`src/rtl/uart_rx_fifo_if.sv`:
```
// Receive-side FWFT FIFO between UART_RX and the Crypter.
// Tracks queued EOT words and flags dropped pushes (overrun).
module uart_rx_fifo_if #(
  parameter int unsigned         DATA_W   = 8,
  parameter int unsigned         DEPTH    = 16,
  parameter logic [DATA_W-1:0]   EOT_CHAR = DATA_W'(4),
  parameter bit                  EOT_EN   = 1'b1
) (
  input  logic                     clk,
  input  logic                     rst,
  input  logic                     set_flag,
  input  logic [DATA_W-1:0]        data_in,
  input  logic                     clear_flag,
  input  logic                     overrun_clr,
  output logic                     flag,
  output logic [DATA_W-1:0]        data_out,
  output logic                     eot,
  output logic                     eot_pending,
  output logic                     full,
  output logic [$clog2(DEPTH):0]   count,
  output logic                     overrun
);

  localparam int unsigned AW = $clog2(DEPTH);
  localparam int unsigned CW = AW + 1;

  logic [DATA_W-1:0] mem [DEPTH];
  logic [AW-1:0]     wr_ptr;
  logic [AW-1:0]     rd_ptr;
  logic [CW-1:0]     eot_cnt;
  logic [CW-1:0]     count_nxt;
  logic [CW-1:0]     eot_cnt_nxt;
  logic [DATA_W-1:0] head;
  logic              pop_ok;
  logic              push;
  logic              drop;
  logic              push_eot;
  logic              pop_eot;

  assign head     = mem[rd_ptr];
  assign flag     = (count != '0);
  assign full     = (count == CW'(DEPTH));
  assign pop_ok   = clear_flag && flag;
  assign push     = set_flag && (!full || pop_ok);
  assign drop     = set_flag && full && !pop_ok;
  assign push_eot = EOT_EN && push && (data_in == EOT_CHAR);
  assign pop_eot  = EOT_EN && pop_ok && (head == EOT_CHAR);

  // Stale memory is masked whenever the FIFO is empty
  assign data_out    = flag ? head : '0;
  assign eot         = EOT_EN && flag && (head == EOT_CHAR);
  assign eot_pending = (eot_cnt != '0);

  // Occupancy and EOT bookkeeping
  always_comb begin
    count_nxt   = count;
    eot_cnt_nxt = eot_cnt;
    if (push && !pop_ok) begin
      count_nxt = count + CW'(1);
    end else if (!push && pop_ok) begin
      count_nxt = count - CW'(1);
    end
    if (push_eot && !pop_eot) begin
      eot_cnt_nxt = eot_cnt + CW'(1);
    end else if (!push_eot && pop_eot) begin
      eot_cnt_nxt = eot_cnt - CW'(1);
    end
  end

  always_ff @(posedge clk) begin
    if (rst) begin
      wr_ptr  <= '0;
      rd_ptr  <= '0;
      count   <= '0;
      eot_cnt <= '0;
      overrun <= 1'b0;
    end else begin
      count   <= count_nxt;
      eot_cnt <= eot_cnt_nxt;
      if (push) begin
        wr_ptr <= wr_ptr + AW'(1);
      end
      if (pop_ok) begin
        rd_ptr <= rd_ptr + AW'(1);
      end
      // A dropped push outranks a clear in the same cycle
      if (drop) begin
        overrun <= 1'b1;
      end else if (overrun_clr) begin
        overrun <= 1'b0;
      end
    end
  end

  // Storage needs no reset; the pointers define what is valid
  always_ff @(posedge clk) begin
    if (!rst && push) begin
      mem[wr_ptr] <= data_in;
    end
  end

endmodule
```
`config.mk`:
```
export PLATFORM = sky130hd
export DESIGN_NAME = uart_rx_fifo_if
export DESIGN_NICKNAME = d
export VERILOG_FILES = /design/src/rtl/uart_rx_fifo_if.sv
export SDC_FILE = /design/constraint.sdc
export NUM_CORES = 1
export LEC_CHECK = 0
export CAP_MARGIN = 20
export CORE_MARGIN = 3
export CORE_UTILIZATION = 59
export CTS_CLUSTER_SIZE = 8
export DETAILED_ROUTE_END_ITERATION = 6
export PLACE_DENSITY_LB_ADDON = 0.1
export SKIP_CTS_REPAIR_TIMING = 1
export SLEW_MARGIN = 20
export SYNTH_ARGS = -nofsm -noshare
export SYNTH_HDL_FRONTEND = slang
export SYNTH_SLANG_ARGS = --single-unit
```
`constraint.sdc`:
```
create_clock -name clk -period 4.23 [get_ports clk]
set_clock_uncertainty 0.05 [all_clocks]
set_input_delay 0.846 -clock clk [delete_from_list [all_inputs] [get_ports clk]]
set_output_delay 0.846 -clock clk [all_outputs]
set_load 0.005 [all_outputs]
```
==> summary.md <==
| Metric | Value |
|---|---|
| Die Wd | `109 um` |
| CTS tree | `built` |
| CP startpoint kind | `register` |
| Clock share of power | `35.9%` |
| Switch Pwr | `1.11 mW` |
| Switching fraction of total power | `25.5%` |
| Distinct cells, synth | `39` |
| Ant. Diodes | `0` |
| Layout area overhead | `20.2%` |
| Aggregate routed wire length | `13,200 um` |
| Fin crit period | `4130 ps` |
| Initial core utilization | `62.1%` |
| P_int | `3.26 mW` |
| Routed wl met3 | `1110 um` |
| Max VDD drop | `0.372 mV` |
| Clock transition at path regs | `60 ps` |
| Vias per cell | `6.11` |
| Final #Nets | `472` |
| Hold path start | `rd_ptr[1]$_SDFFE_PP0N_` |
| Share of post-route cells with drive strength above 1 | `18.8%` |
| Number of global-route vias before repair | `3,522` |
| Logic pwr share | `24.5%` |
| GRT overflow | `0` |
| Via count | `3,603` |
| I/O Buffers | `30` |
| Final Wtd Congestion | `0.802` |
| Final Util | `74.7%` |
| H-tree Lvls | `4` |
| Drt first-iter violations | `368` |
| P_leak | `2.57 nW` |
| Fmax | `242 MHz` |
| Netlist Area Pre-Place | `6240 sq um` |
| R2R Path End | `eot_cnt[4]$_SDFFE_PP0P_` |
| Number of max-cap violations | `0` |
| Worst skew pair latency | `520 ps` |
| Seq pwr share | `39.6%` |
| Seq cells post-synth | `151` |
| CTS Buffer Depth | `2` |
| Critical path class | `reg -> out` |
| Largest net degree at the start of global routing | `27` |
| Setup violators final | `0` |
| Clk root buf | `clkbuf_8` |
| Antenna Nets Post-Route | `0` |
| Post-Route Setup TNS | `0 ps` |
| Syn Inst Count | `384` |
| Hpwl dp | `8680 um` |
| Total CTS buffers | `17` |
| Pwr Density | `583 nW/um^2` |
| Met1 WL | `5140 um` |
| Final Non-Filler Cells | `590` |
| Die Ht | `109 um` |
| Synth warn | `0` |
| Most frequent cells in the layout | `128 x edfxtp_1, 46 x nor2_1, 30 x clkdlybuf4s50_1` |
| Worst hold slack | `458 ps` |
| Endpoints failing hold | `0` |
| Hold path endpoint | `rd_ptr[1]$_SDFFE_PP0N_` |
| CTS sink cnt | `151` |
| R2R setup slack | `290 ps` |
| Ports | `31` |
| Row Count | `36` |
| Initial antenna violation count | `0` |
| Commonest non-fill, non-tap cell in the layout | `edfxtp_1` |
| Actual slew at the worst max-slew pin | `1010 ps` |
| Total power | `4.37 mW` |
| First-pass GRT wire length | `20,000 um` |
| DRC errors left | `0` |
| Fillers | `599` |
| Hold path cells | `2` |
| First-pass DRT Iterations | `5` |
| Routed len/inst | `22.4 um` |
| Placed Cells | `552` |
| Core area | `10,000 sq um` |
| Topmost layer with routed signal wires | `met4` |
| Die area | `11,800 sq um` |
| GRT Total Usage | `24.2%` |
| Hold Path Class | `reg -> reg` |
| Reg2reg path depth | `17` |
| Seq/Total Area, Yosys | `69.0%` |
| Average size of a mapped cell | `16.2 sq um` |
| Crit Path Max Fanout | `7` |
| Synth Net Count | `412` |
| Outcome | `finished, final reports clean` |
| Max-slew violations | `0` |
| CP Capture Type | `primary output` |
| Slew headroom | `32.3%` |
| Met2 routed WL | `6630 um` |
| Tcrit/Tclk final | `97.7%` |
| WP data required | `3330 ps` |
| Crit path DAT | `3240 ps` |
metal layers:
metal  up-vias  track usage (%)
met5         -                0
met4         0             8.30
met3        23             6.63
met2       168             39.0
met1      1808             32.3
li1       1604                -
sequential cells by signal, summed over array words and instances (netlist names), named ones only:
name,flops
rd_ptr,4
wr_ptr,4
count,5
eot_cnt,5
overrun,1
mem,128
cell type report:
| type | instances | area [sq um] | area share [%] |
|---|---|---|---|
| Tap cell | 133 | 166 | 2.22 |
| Clock inverter | 13 | 201 | 2.69 |
| Timing Repair Buffer | 57 | 532 | 7.09 |
| Inverter | 11 | 41.3 | 0.551 |
| Clock buffer | 19 | 422 | 5.62 |
| Sequential cell | 151 | 4310 | 57.4 |
| Multi-Input combinational cell | 206 | 1830 | 24.4 |
power groups by stage:
stage / Sequential (mW) / Clock (mW) / Combinational, mW
6_report: 1.73 / 1.57 / 1.07
5_1_grt: 1.74 / 1.66 / 1.17
4_1_cts: 1.74 / 1.58 / 0.981
3_5_place_dp: 1.77 / 0 / 0.969
3_3_place_gp: 1.77 / 0 / 0.954
2_1_floorplan: 1.73 / 0 / 0.665
critical path: stages (launching register included):
cell,delay (ps)
dfxtp_4,450
buf_6,180
buf_4,120
mux4_2,490
a22oi_2,250
nand3_1,170
nor4_4,180
and2_1,180
and3_1,160
clkdlybuf4s50_1,520
Yosys cell counts, drive strengths merged:
| library cell | count | area (sq um) |
|---|---|---|
| a31oi | 3 | 18.8 |
| o21a | 2 | 15.0 |
| ha | 13 | 163 |
| a21o | 4 | 30.0 |
| mux4 | 27 | 623 |
| dfxtp | 23 | 460 |
| a22oi | 5 | 37.5 |
| and3 | 3 | 18.8 |
| a221oi | 5 | 43.8 |
| a222oi | 1 | 10.0 |
| or3 | 3 | 18.8 |
| and2 | 6 | 37.5 |
| xor2 | 8 | 70.1 |
| nor2b | 6 | 37.5 |
| a21oi | 16 | 80.1 |
| nand3b | 1 | 7.51 |
| buf | 7 | 65.1 |
| nor3 | 1 | 5.00 |
| and2b | 1 | 7.51 |
| inv | 11 | 41.3 |
| nor2 | 46 | 173 |
| xnor2 | 5 | 43.8 |
| a32oi | 1 | 8.76 |
| fa | 2 | 40.0 |
| nor4 | 4 | 25.0 |
| nor4b | 1 | 8.76 |
| or3b | 1 | 8.76 |
| clkbuf | 9 | 33.8 |
| edfxtp | 128 | 3840 |
| nand2 | 13 | 48.8 |
| o21ai | 5 | 25.0 |
| nand3 | 7 | 35.0 |
| mux2i | 14 | 140 |
| nand4 | 2 | 12.5 |
stage by stage:
stage	worst slack (ps)	area (sq um)
2_1_floorplan	800	6240
3_3_place_gp	186	6790
3_5_place_dp	73.8	6790
4_1_cts	-161	7410
5_1_grt	-26.2	7500
6_report	98.2	7500
worst max path at each step:
stage,end,slack (ps)
2_1_floorplan,eot_cnt[4]$_SDFFE_PP0P_,800
4_1_cts,eot,-160
3_5_place_dp,eot_cnt[4]$_SDFFE_PP0P_,70
6_report,eot,100
5_1_grt,eot,-30
3_3_place_gp,eot_cnt[4]$_SDFFE_PP0P_,190
cells by family (layout without fill, tap and decap cells):
logic type      after synthesis  count (layout)  share of synthesized area, %
compound gates               42              42                          4.31
xor+xnor                     13              13                          1.83
fa+ha+maj                    15              15                          3.25
buf+inv                      27             100                          2.25
flops                       151             151                          69.0
mux                          41              41                          12.2
simple gates                 95              95                          7.12
(Power assumes the default switching activity.)
==> RTL change 1: new RTL, config.mk and constraints unchanged <==
`DATA_W`: 8 -> 12.
--- a/src/rtl/uart_rx_fifo_if.sv
+++ b/src/rtl/uart_rx_fifo_if.sv
@@ -2,5 +2,5 @@
 // Tracks queued EOT words and flags dropped pushes (overrun).
 module uart_rx_fifo_if #(
-  parameter int unsigned         DATA_W   = 8,
+  parameter int unsigned         DATA_W   = 12,
   parameter int unsigned         DEPTH    = 16,
   parameter logic [DATA_W-1:0]   EOT_CHAR = DATA_W'(4),
Interface: changed (resized data_in and data_out); port bits go from 31 to 39. No check against the original RTL was run, so the function may have changed too.
==> RTL change 1 against the original RTL <==
  * Setup slack improved by 6.5 ps
  * Global-route usage rose by 0.97 points
  * Synthesized area rose by 37%
  * Final area rose by 39%
  * First-iteration DRC count rose by 61%
  * Register-to-register slack got worse by 190 ps
  * Largest power group unchanged
  * Routed wire length rose by 49%
  * Total power rose by 39%
  * Count of clock-buffer cells in the layout rose by 23
  * Sequential cell count rose by 64
==> RTL change 1: results (changes against the original RTL) <==
* Status: finished clean
* Dpl cell area at 9430 µm² (+39%)
* Htree depth at 1 (-3)
* DRT met1 WL at 7330 µm (+43%)
* Seq/Total Area, Yosys at 72.7% (+3.6 points)
* Clock buffer depth at 3 (+1)
* Post-DR wirelength/cell at 25.8 µm (+16%)
* Met2 usage at 42.1% (+3.2 points)
* Top Family by Delay on Critical Path: simple AND/OR/NAND/NOR gates
* Post-synthesis compound-gate area fraction at 3.91% (-0.40 points)
* Syn-to-layout area delta at 21.9%
* Detail Route met2 WL at 10,100 µm (+52%)
* Post-synthesis mux area share at 12.7% (+0.50 points)
* Peak supply drop at 365 µV (-2.1%)
* Slowest library cell on the worst path: mux4_2
* Maximum number of pins on one net before global-route repair at 30 (+11%)
* First-pass GRT wire length at 30,000 µm (+50%)
* WL met3 at 1780 µm (+60%)
* Vias in the first global route at 4,957 (+41%)
* Lkg Pwr at 3.52 nW (+37%)
* Routed vias/inst at 6.25 (+2.4%)
* Met1 Usage GRT at 35.2% (+2.9 points)
* Fin nets at 604 (+28%)
* Met3 Use GR at 3.87% (-2.8 points)
* Synth Area in Adders at 2.37% (-0.88 points)
* Top post-synthesis cells by count: edfxtp_1 (192), nor2_1 (56), mux4_2 (48)
* Number of flops mapped to enable cells by yosys at 192 (+50%)
* Clock Tree Root: clkbuf_16
* Share of cells above drive strength 1 at 25.9% (+7.1 points)
[RTL change 1: report_power, final]
| part | leakage [nW] | internal, W | switching, W |
|---|---|---|---|
| logic | 1.21 | 0.000878 | 0.000676 |
| clock network | 0.391 | 0.00128 | 0.000803 |
| registers | 1.92 | 0.00238 | 0.0000660 |
| total | 3.52 | 0.00453 | 0.00154 |
[RTL change 1: worst paths after layout]
check                           slack (ps)  startpoint         end  cells past startpoint
worst min-delay path                   460   rd_ptr[1]        flop                      2
worst max-delay path                   100        flop  eot_cnt[4]                     15
worst max register to register         100        flop  eot_cnt[4]                     15
worst min register to register         460   rd_ptr[1]        flop                      2
[RTL change 1: layout make-up]
type,count,area share (%)
clock inverters,1,0.156
flip-flops and latches,215,59.6
inverters,9,0.347
multi-input cells,227,21.7
repair buffers,89,8.34
well taps,180,2.16
clock buffers,42,7.62
==> RTL change 2: new RTL, config.mk and constraints unchanged <==
Made on the original files. Register the output `count` once more, without a reset; this adds one clock of latency there. The other outputs are not delayed to match.
--- a/src/rtl/uart_rx_fifo_if.sv
+++ b/src/rtl/uart_rx_fifo_if.sv
@@ -25,4 +25,6 @@
   localparam int unsigned CW = AW + 1;
 
+  logic [$clog2(DEPTH):0] count_s0;
+
   logic [DATA_W-1:0] mem [DEPTH];
   logic [AW-1:0]     wr_ptr;
@@ -39,6 +41,6 @@
 
   assign head     = mem[rd_ptr];
-  assign flag     = (count != '0);
-  assign full     = (count == CW'(DEPTH));
+  assign flag     = (count_s0 != '0);
+  assign full     = (count_s0 == CW'(DEPTH));
   assign pop_ok   = clear_flag && flag;
   assign push     = set_flag && (!full || pop_ok);
@@ -54,10 +56,10 @@
   // Occupancy and EOT bookkeeping
   always_comb begin
-    count_nxt   = count;
+    count_nxt   = count_s0;
     eot_cnt_nxt = eot_cnt;
     if (push && !pop_ok) begin
-      count_nxt = count + CW'(1);
+      count_nxt = count_s0 + CW'(1);
     end else if (!push && pop_ok) begin
-      count_nxt = count - CW'(1);
+      count_nxt = count_s0 - CW'(1);
     end
     if (push_eot && !pop_eot) begin
@@ -72,9 +74,9 @@
       wr_ptr  <= '0;
       rd_ptr  <= '0;
-      count   <= '0;
+      count_s0 <= '0;
       eot_cnt <= '0;
       overrun <= 1'b0;
     end else begin
-      count   <= count_nxt;
+      count_s0 <= count_nxt;
       eot_cnt <= eot_cnt_nxt;
       if (push) begin
@@ -100,3 +102,7 @@
   end
 
+  always_ff @(posedge clk) begin
+    count <= count_s0;
+  end
+
 endmodule
Function: changed (Yosys sat finds a counterexample within 4 cycles, from zero or initial values and one cycle with rst high).
==> RTL change 2 against the original RTL <==
  * Final area decreased by 0.28%
  * Cell count decreased by 2.0%
  * Routed wire length increased by 0.50%
  * Maximum frequency increased by 0.57%
  * Sequential cell count increased by 5
  * Setup slack improved by 24 ps
  * Total power decreased by 0.30%
  * Synthesized area increased by 0.82%
  * Non-clock buffer count decreased by 8
  * Global-route usage decreased by 0.24 points
  * Die area increased by 0.77%
==> RTL change 2: results (changes against the original RTL) <==
* N_diodes at 0 (unchanged)
* Post-Place Setup Slack at 70.7 ps (-3.07 ps)
* Slew HR at 34.7% (+2.3 points)
* Met2 usage at 39.3% (+0.29 points)
* Met3 Use GR at 6.39% (-0.24 points)
* Final std cells w/o fill at 578 (-2.0%)
* Clock period minus worst slack at 4110 ps (-23.6 ps)
* Status: finished clean
* Critical Path AT at 3210 ps (-30 ps)
* Starting DRT DRC Count at 371 (+0.82%)
* Worst Hold Depth at 0 (-2)
* Fin nets at 457 (-3.2%)
* Seq/Total Area, Yosys at 70.0% (+1.0 points)
* Area fraction of the dominant cell type after synthesis at 61.1% (-0.50 points)
* Lkg Pwr at 2.51 nW (-2.2%)
* First-pass GRT wire length at 20,100 µm (+0.52%)
* Worst-path clk slew at 60 ps (about the same)
* Syn Inst Count at 378 (-1.6%)
* Num CTS Buffers at 17 (unchanged)
* Skew-Pair Late Insertion Delay at 520 ps (about the same)
* HP Class: flop to flop
* Share of cells above drive strength 1 at 19.5% (+0.64 points)
* Routability Congestion at 0.784 (-2.3%)
* HPWL Detailed at 8230 µm (-5.1%)
* Routed vias/inst at 6.07 (-0.62%)
* Post-DR wirelength/cell at 22.9 µm (+2.6%)
* Int Pwr at 0.00324 W (-0.55%)
* Netlist cell types at 37 (-5.1%)
* Number of flops mapped to enable cells by yosys at 128 (unchanged)
* Met1 Usage GRT at 31.0% (-1.3 points)
* Fill count at 628 (+4.8%)
* Worst Reg2Reg Path Length in Cells at 16 (-1)
* GRT Util Overall at 24.0% (-0.24 points)
* Top post-synthesis cells by area: edfxtp_1 (61%), mux4_2 (11%), dfxtp_1 (8.9%)
* Dpl cell area at 6810 µm² (+0.33%)
* Dpl cells at 544 (-1.4%)
* Synth async-reset ratio at 0% (unchanged)
* Vias in the first global route at 3,595 (+2.1%)
* Worst Path Max Fanout at 16 (+9)
* Top post-synthesis cells by count: edfxtp_1 (128), nor2_1 (46), mux4_2 (31)
* Maximum number of pins on one net before global-route repair at 33 (+22%)
* Peak supply drop at 431 µV (+16%)
* Mapped Nets at 406 (-1.5%)
==> RTL change 2: cell types whose count changed in the layout (fill, tap and decap cells not counted), moves of 3 or more <==
cell,change
mux2i_1,-13
buf_4,-8
mux4_2,+8
a22oi_1,+5
dfxtp_1,+5
nand2_1,+5
a221oi_1,-4
and2_1,-3
mux4_1,-3
o21ai_0,-3
==> RTL change 2: through the flow <==
stage	power (W)	utilization [%]
5_1_grt	0.00453	72.4
3_3_place_gp	0.00278	66.0
3_5_place_dp	0.00280	66.0
4_1_cts	0.00432	71.7
2_1_floorplan	0.00246	-
6_report	0.00436	72.4
==> RTL change 2: final timing paths <==
kind,startpoint,endpoint,slack [ps]
hold / removal,count_s0[2],count[2],340
hold reg to reg,count_s0[2],count[2],340
setup / recovery,flop,eot,120
setup reg to reg,flop,eot_cnt[4],350
==> RTL change 2: kinds of logic after synthesis <==
group           after synthesis  synth area share [%]
compound gates               41                  4.26
mux                          33                  11.7
simple gates                 94                  6.84
fa+ha+maj                    15                  3.22
xor+xnor                     13                  1.81
flops                       156                  70.0
buf+inv                      26                  2.15
==> RTL change 2: worst max-delay path, stage by stage, from the launching register on <==
cell	delay, ps
dfxtp_2	380
buf_12	210
mux4_2	530
a22oi_1	300
nand2_1	170
nor4_4	360
and3_1	220
clkdlybuf4s50_1	520
==> RTL change 2: per-layer routing <==
| layer | share of wire (%) | routed length, µm |
|---|---|---|
| met2 | 51 | 6800 |
| met3 | 7.5 | 997 |
| met5 | 0 | 0 |
| met4 | 1.2 | 162 |
| met1 | 40 | 5310 |
==> RTL change 2: layout make-up <==
type | count | area, µm² | share of cell area [%]
Tap cell | 136 | 170 | 2.28
Clock buffer | 19 | 422 | 5.64
Sequential cell | 156 | 4410 | 58.9
Inverter | 9 | 33.8 | 0.452
Timing Repair Buffer | 49 | 485 | 6.49
Clock inverter | 13 | 174 | 2.33
Multi-Input combinational cell | 196 | 1790 | 23.9
==> RTL change 2: power groups by stage <==
stage	sequential, W	clock, W	combinational (W)
final	0.00180	0.00153	0.00103
after global routing	0.00181	0.00161	0.00111
after CTS	0.00179	0.00155	0.000980
after detailed placement	0.00182	0	0.000974
after global placement	0.00182	0	0.000955
after floorplan	0.00180	0	0.000658
